<file path="config.mk">
export PLATFORM = sky130hd
export DESIGN_NAME = modrm_fetch_decoder_flat
export DESIGN_NICKNAME = d
export VERILOG_FILES = /design/src/rtl/cpu_pkg.sv /design/src/rtl/modrm_fetch_decoder_if.sv /design/src/rtl/modrm_fetch_decoder.sv /design/src/flat_wrapper.sv
export SDC_FILE = /design/constraint.sdc
export NUM_CORES = 1
export LEC_CHECK = 0
export ABC_CLOCK_PERIOD_IN_PS = 4900
export CORE_MARGIN = 4
export CORE_UTILIZATION = 30
export DETAILED_ROUTE_END_ITERATION = 12
export PLACE_DENSITY = 0.65
export SLEW_MARGIN = 25
export SYNTH_ARGS = -nofsm -noshare
export SYNTH_HDL_FRONTEND = slang
export SYNTH_SLANG_ARGS = --single-unit
</file>
<file path="constraint.sdc">
create_clock -name clk -period 4.9 [get_ports clk]
set_clock_uncertainty 0.15 [all_clocks]
set_input_delay 0.49 -clock clk [delete_from_list [all_inputs] [get_ports clk]]
set_output_delay 0.49 -clock clk [all_outputs]
set_load 0.01 [all_outputs]
</file>
<file path="src/rtl/cpu_pkg.sv">
// Shared CPU definitions for ModRM handling: the fetch FSM state type,
// the mod/rm field encodings, and the displacement-length decode that the
// instruction length pre-decoder also uses.
package cpu_pkg;

  typedef enum logic [2:0] {
    IDLE    = 3'd0,
    MODRM   = 3'd1,
    DISP_LO = 3'd2,
    DISP_HI = 3'd3,
    DONE    = 3'd4
  } modrm_state_t;

  localparam logic [1:0] MOD_MEM_NODISP = 2'b00;
  localparam logic [1:0] MOD_MEM_DISP8  = 2'b01;
  localparam logic [1:0] MOD_MEM_DISP16 = 2'b10;
  localparam logic [1:0] MOD_REG        = 2'b11;
  localparam logic [2:0] RM_DIRECT      = 3'b110;

  // Number of displacement bytes following a ModRM byte (0, 1 or 2).
  // mod=00 with rm=110 is direct addressing and carries a 16-bit address.
  function automatic logic [1:0] modrm_disp_len(input logic [1:0] mod,
                                                input logic [2:0] rm);
    logic [1:0] len;
    len = 2'd0;
    unique case (mod)
      MOD_MEM_NODISP: len = (rm == RM_DIRECT) ? 2'd2 : 2'd0;
      MOD_MEM_DISP8:  len = 2'd1;
      MOD_MEM_DISP16: len = 2'd2;
      default:        len = 2'd0;
    endcase
    return len;
  endfunction

endpackage

</file>
<file path="src/rtl/modrm_fetch_decoder_if.sv">
// Bundle between the sequencer/prefetch queue and the ModRM fetch decoder.
// master: sequencer + queue side; slave: the decoder.
interface modrm_fetch_decoder_if;
  import cpu_pkg::*;

  logic        start;
  logic        flush;
  logic [7:0]  queue_data;
  logic        queue_valid;
  logic        queue_ready;
  logic        busy;
  logic        done;
  logic [1:0]  mod;
  logic [2:0]  reg_field;
  logic [2:0]  rm;
  logic [15:0] displacement;
  logic        is_register;
  logic [1:0]  bytes_used;

  modport master (
    output start, flush, queue_data, queue_valid,
    input  queue_ready, busy, done, mod, reg_field, rm, displacement,
           is_register, bytes_used
  );

  modport slave (
    input  start, flush, queue_data, queue_valid,
    output queue_ready, busy, done, mod, reg_field, rm, displacement,
           is_register, bytes_used
  );

endinterface

</file>
<file path="src/rtl/modrm_fetch_decoder.sv">
// ModRM fetch decoder: pulls the ModRM byte and up to two displacement bytes
// from the prefetch queue and presents mod/reg/rm plus a 16-bit displacement
// to the effective-address stage.
// Optional build macro MODRM_FAST_START_EN: accept the ModRM byte in the same
// cycle as start, saving one cycle of latency.
module modrm_fetch_decoder
  import cpu_pkg::*;
#(
  parameter bit DISP8_SIGN_EXTEND = 1'b1
) (
  input  logic                 clk,
  input  logic                 reset_n,
  modrm_fetch_decoder_if.slave bus
);

  modrm_state_t state;
  logic [1:0]   mod_q;
  logic [2:0]   reg_q;
  logic [2:0]   rm_q;
  logic [15:0]  disp_q;
  logic         is_reg_q;
  logic [1:0]   used_q;
  logic         busy_q;
  logic         done_q;

  logic         take_ready;
  logic         accept;
  modrm_state_t after_modrm;
  logic         after_modrm_done;

  // Queue handshake: ready is a function of state (and start when fast start
  // is built in); flush always blocks consumption.
  always_comb begin
    take_ready = 1'b0;
    unique case (state)
      MODRM, DISP_LO, DISP_HI: take_ready = 1'b1;
`ifdef MODRM_FAST_START_EN
      IDLE:                    take_ready = bus.start;
`else
      IDLE:                    take_ready = 1'b0;
`endif
      default:                 take_ready = 1'b0;
    endcase
    if (bus.flush) take_ready = 1'b0;
  end

  assign accept           = take_ready & bus.queue_valid;
  assign after_modrm_done = (modrm_disp_len(bus.queue_data[7:6], bus.queue_data[2:0]) == 2'd0);
  assign after_modrm      = after_modrm_done ? DONE : DISP_LO;

  // Fetch FSM with registered result fields.
  always_ff @(posedge clk or negedge reset_n) begin
    if (!reset_n) begin
      state    <= IDLE;
      mod_q    <= 2'b00;
      reg_q    <= 3'b000;
      rm_q     <= 3'b000;
      disp_q   <= 16'h0000;
      is_reg_q <= 1'b0;
      used_q   <= 2'd0;
      busy_q   <= 1'b0;
      done_q   <= 1'b0;
    end else begin
      done_q <= 1'b0;
      if (bus.flush) begin
        state  <= IDLE;
        busy_q <= 1'b0;
      end else begin
        unique case (state)
          IDLE: begin
            if (bus.start) begin
              busy_q <= 1'b1;
              state  <= MODRM;
              // Only reachable with fast start: ModRM taken on the start edge.
              if (accept) begin
                mod_q    <= bus.queue_data[7:6];
                reg_q    <= bus.queue_data[5:3];
                rm_q     <= bus.queue_data[2:0];
                is_reg_q <= (bus.queue_data[7:6] == MOD_REG);
                disp_q   <= 16'h0000;
                used_q   <= 2'd1;
                state    <= after_modrm;
                done_q   <= after_modrm_done;
              end
            end
          end
          MODRM: begin
            if (accept) begin
              mod_q    <= bus.queue_data[7:6];
              reg_q    <= bus.queue_data[5:3];
              rm_q     <= bus.queue_data[2:0];
              is_reg_q <= (bus.queue_data[7:6] == MOD_REG);
              disp_q   <= 16'h0000;
              used_q   <= 2'd1;
              state    <= after_modrm;
              done_q   <= after_modrm_done;
            end
          end
          DISP_LO: begin
            if (accept) begin
              disp_q[7:0] <= bus.queue_data;
              used_q      <= used_q + 2'd1;
              if (modrm_disp_len(mod_q, rm_q) == 2'd1) begin
                disp_q[15:8] <= {8{DISP8_SIGN_EXTEND & bus.queue_data[7]}};
                state        <= DONE;
                done_q       <= 1'b1;
              end else begin
                state <= DISP_HI;
              end
            end
          end
          DISP_HI: begin
            if (accept) begin
              disp_q[15:8] <= bus.queue_data;
              used_q       <= 2'd3;
              state        <= DONE;
              done_q       <= 1'b1;
            end
          end
          DONE: begin
            state  <= IDLE;
            busy_q <= 1'b0;
          end
          default: begin
            state  <= IDLE;
            busy_q <= 1'b0;
          end
        endcase
      end
    end
  end

  assign bus.queue_ready  = take_ready;
  assign bus.busy         = busy_q;
  assign bus.done         = done_q & ~bus.flush;
  assign bus.mod          = mod_q;
  assign bus.reg_field    = reg_q;
  assign bus.rm           = rm_q;
  assign bus.displacement = disp_q;
  assign bus.is_register  = is_reg_q;
  assign bus.bytes_used   = used_q;

endmodule

</file>
<file path="src/flat_wrapper.sv">
// flat-port wrapper written by rule: the top's interface ports become plain ports
module modrm_fetch_decoder_flat import cpu_pkg::*;
#(
  parameter bit DISP8_SIGN_EXTEND = 1'b1
)
  (clk, reset_n, bus_start, bus_flush, bus_queue_data, bus_queue_valid, bus_queue_ready, bus_busy, bus_done, bus_mod, bus_reg_field, bus_rm, bus_displacement, bus_is_register, bus_bytes_used);
  modrm_fetch_decoder_if bus_i ();
  input  logic clk;
  input  logic reset_n;
  input wire logic [$bits(bus_i.start)-1:0] bus_start;
  input wire logic [$bits(bus_i.flush)-1:0] bus_flush;
  input wire logic [$bits(bus_i.queue_data)-1:0] bus_queue_data;
  input wire logic [$bits(bus_i.queue_valid)-1:0] bus_queue_valid;
  output wire logic [$bits(bus_i.queue_ready)-1:0] bus_queue_ready;
  output wire logic [$bits(bus_i.busy)-1:0] bus_busy;
  output wire logic [$bits(bus_i.done)-1:0] bus_done;
  output wire logic [$bits(bus_i.mod)-1:0] bus_mod;
  output wire logic [$bits(bus_i.reg_field)-1:0] bus_reg_field;
  output wire logic [$bits(bus_i.rm)-1:0] bus_rm;
  output wire logic [$bits(bus_i.displacement)-1:0] bus_displacement;
  output wire logic [$bits(bus_i.is_register)-1:0] bus_is_register;
  output wire logic [$bits(bus_i.bytes_used)-1:0] bus_bytes_used;
  assign bus_i.start = bus_start;
  assign bus_i.flush = bus_flush;
  assign bus_i.queue_data = bus_queue_data;
  assign bus_i.queue_valid = bus_queue_valid;
  assign bus_queue_ready = bus_i.queue_ready;
  assign bus_busy = bus_i.busy;
  assign bus_done = bus_i.done;
  assign bus_mod = bus_i.mod;
  assign bus_reg_field = bus_i.reg_field;
  assign bus_rm = bus_i.rm;
  assign bus_displacement = bus_i.displacement;
  assign bus_is_register = bus_i.is_register;
  assign bus_bytes_used = bus_i.bytes_used;
  modrm_fetch_decoder #(.DISP8_SIGN_EXTEND(DISP8_SIGN_EXTEND)) u_core (.clk(clk), .reset_n(reset_n), .bus(bus_i));
endmodule
</file>
==> reports/metrics.yaml <==
cp.required_ns: 4.26
cts_tree: "built"
vias: 1124
r2r-start: "u_core.state[2]"
cts.clk_slew.worst_paths_ns: 0.07
finalWirelength_um: 3570
hp-class: "flop to flop"
grt_pass1_vias: 1191
post-route-min-period_ns: 2.49
dr.pass1.iters: 4
ys_types: 37
die_area_mm2: 0.00636
die_y_um: 79.7
finalSetupTns_ns: 0
cp_slowest_cell: "dfrtp_1"
clock_path_buffers: 2
crit_path_end_kind: "output pin"
fin_nets: 192
fmax_ghz: 0.401
final_common_cell: "clkdlybuf4s50_1"
gp_congestion: 0.790
yosys_most_used_dff: "dfrtp_1"
layout-area-overhead-vs-synth_pct: 37.0
yosys_warnings: 0
synth_seq_cells: 32
setup_viol: 0
power.density_mw_per_mm2: 373
cp_cell_sequence: "nor2_1, nor3_1, clkdlybuf4s50_1"
grt_use_total_pct: 12.0
holdCritStartpoint: "u_core.bus.is_register"
rsz0062_at_grt: "no"
maxSlewViolCount: 0
cts_hold_buf: 0
power.internal_w: 0.000578
placementRows: 25
hpwl_um: 2590
hold_viol: 0
finalCritPeriodShare_pct: 50.9
arrival_ns: 1.85
layout_common_cells: "clkdlybuf4s50_1, dfrtp_1, inv_1, mux2i_1"
finish.utilization_pct: 43.6
yosysTopAreaCell: "dfrtp_1"
synth_area_per_cell_um2: 11.4
grt_pass1_wl_um: 5780
fillers: 460
combPwrFrac_pct: 25.3
clkSinkCount: 32
p_leak_nw: 0.896
pin_count: 43
clk_latency_ns: 0.29
syn_inst: 135
syn_area_mm2: 0.00154
ant_nets: 0
swShare_pct: 26.8
pwr-share-clk_pct: 31.8
status: "completed"
cp_num_buf_inv: 1
h-tree-depth: 2
cp_top_family: "simple AND/OR/NAND/NOR gates"
antenna_cells: 0
grt_overflow: 0
core_area_mm2: 0.00485
grt_max_degree: 33
numCtsBuffers: 5
crit_fanout: 11
dr.first_iter.drc_count: 59
drc: 0
cts_root_buf: "clkbuf_8"
start_util_pct: 31.8
post_cts_resized: 0
final_layout_size_suffix_gt1_share_pct: 16.7
antenna_found_initial: 0
netlist.area_leader.share_pct: 51.9
power.switching_w: 0.000212
critPathMaxStageDelay_ns: 0.51
ys_seq_area_share_pct: 51.9
die_width_um: 79.7
viasPerCell: 4.55
worst_slew_pin_slew_ns: 0.543
ir_drop_v: 0.000221
post_cts_buffers: 0
synthArstFlopShare_pct: 100
synth_edf_count: 0
port_buffers: 42
cp-startpoint: "u_core.state[0]"
worstSetupPathType: "flop to output pin"
syn_nets: 148
avgRoutedWirePerCell_um: 14.4
drv_cap: 0
power.share.sequential_pct: 42.8
start_kind: "flop"
synthTopCellsByArea: "dfrtp_1, mux2i_1, mux2_2"
max_slew_margin_pct: 63.7
==> cell families after synthesis <==
logic type / after synthesis / synth area share, %
flip-flops: 32 / 51.9
AND/OR/NAND/NOR: 33 / 12.2
buffers and inverters: 24 / 7.78
multiplexers: 27 / 18.8
XOR/XNOR: 1 / 0.567
AO/OA/AOI/OAI: 18 / 8.75
==> per-layer routing <==
layer / track usage (%) / up-vias / routed length [um]
li1: - / 548 / -
met1: 15.3 / 531 / 1650
met2: 18.0 / 43 / 1610
met3: 6.32 / 2 / 297
met4: 3.04 / 0 / 14
met5: 0 / - / 0
==> area by class of cell <==
type	count	area, um2	share of cell area (%)
Inverter	17	63.8	3.02
Clock buffer	6	72.6	3.43
Multi-Input combinational cell	79	623	29.5
Tap cell	67	83.8	3.96
Sequential cell	32	801	37.9
Timing Repair Buffer	44	435	20.6
Clock inverter	2	35.0	1.66
==> synthesized netlist by cell type, types with 2 or more instances <==
library cell and number:
dfrtp_1 32, inv_1 17, mux2i_1 14, mux2_2 12, nand2_1 12, a21oi_1 8
nor2_1 3, a41oi_1 2, and3b_2 2, buf_2 2, clkbuf_8 2, nand3_1 2
nand3b_1 2, nor3_1 2
==> flip-flops by register name, summed over array words and instances (netlist names) <==
register / cells
u_core.state: 3
u_core.done_q: 1
u_core.bus.reg_field: 3
u_core.bus.mod: 2
u_core.bus.bytes_used: 2
u_core.bus.busy: 1
u_core.bus.is_register: 1
u_core.bus.displacement: 16
u_core.bus.rm: 3
==> worst reg2reg max path: cells and delay by family (launching register included) <==
family,cells,cell delay (ns)
compound gates,1,0.46
flops,1,0.48
mux,1,0.34
simple gates,1,0.47
==> stage by stage <==
stage	std cells	hold slack, ns	power (W)	setup WS (ns)	cell area [um2]
after detailed placement	239	0.348	0.000544	2.34	2010
after CTS	247	0.366	0.000798	2.41	2110
after floorplan	135	0.0444	0.000423	3.00	1540
after global placement	239	0.336	0.000543	2.38	2010
after global routing	247	0.382	0.000827	2.28	2110
final	247	0.361	0.000789	2.41	2110
==> final timing paths <==
kind                                          endpoint  slack [ns]  cells past startpoint
min reg2reg                     u_core.bus.is_register        0.36                      1
min in group asynchronous              u_core.bus.busy        0.46                      2
max reg2reg                u_core.bus.displacement[15]        2.89                      3
max in group asynchronous   u_core.bus.displacement[0]        3.84                      2
max                                    bus_queue_ready        2.41                      3
min                             u_core.bus.is_register        0.36                      1
==> power groups by stage <==
stage	clock, W	combinational [W]	sequential, W
3_3_place_gp	0	0.000202	0.000341
6_report	0.000251	0.000200	0.000338
4_1_cts	0.000256	0.000204	0.000338
3_5_place_dp	0	0.000203	0.000341
2_1_floorplan	0	0.0000677	0.000355
5_1_grt	0.000266	0.000217	0.000344
Power figures use the tool's default switching activity.
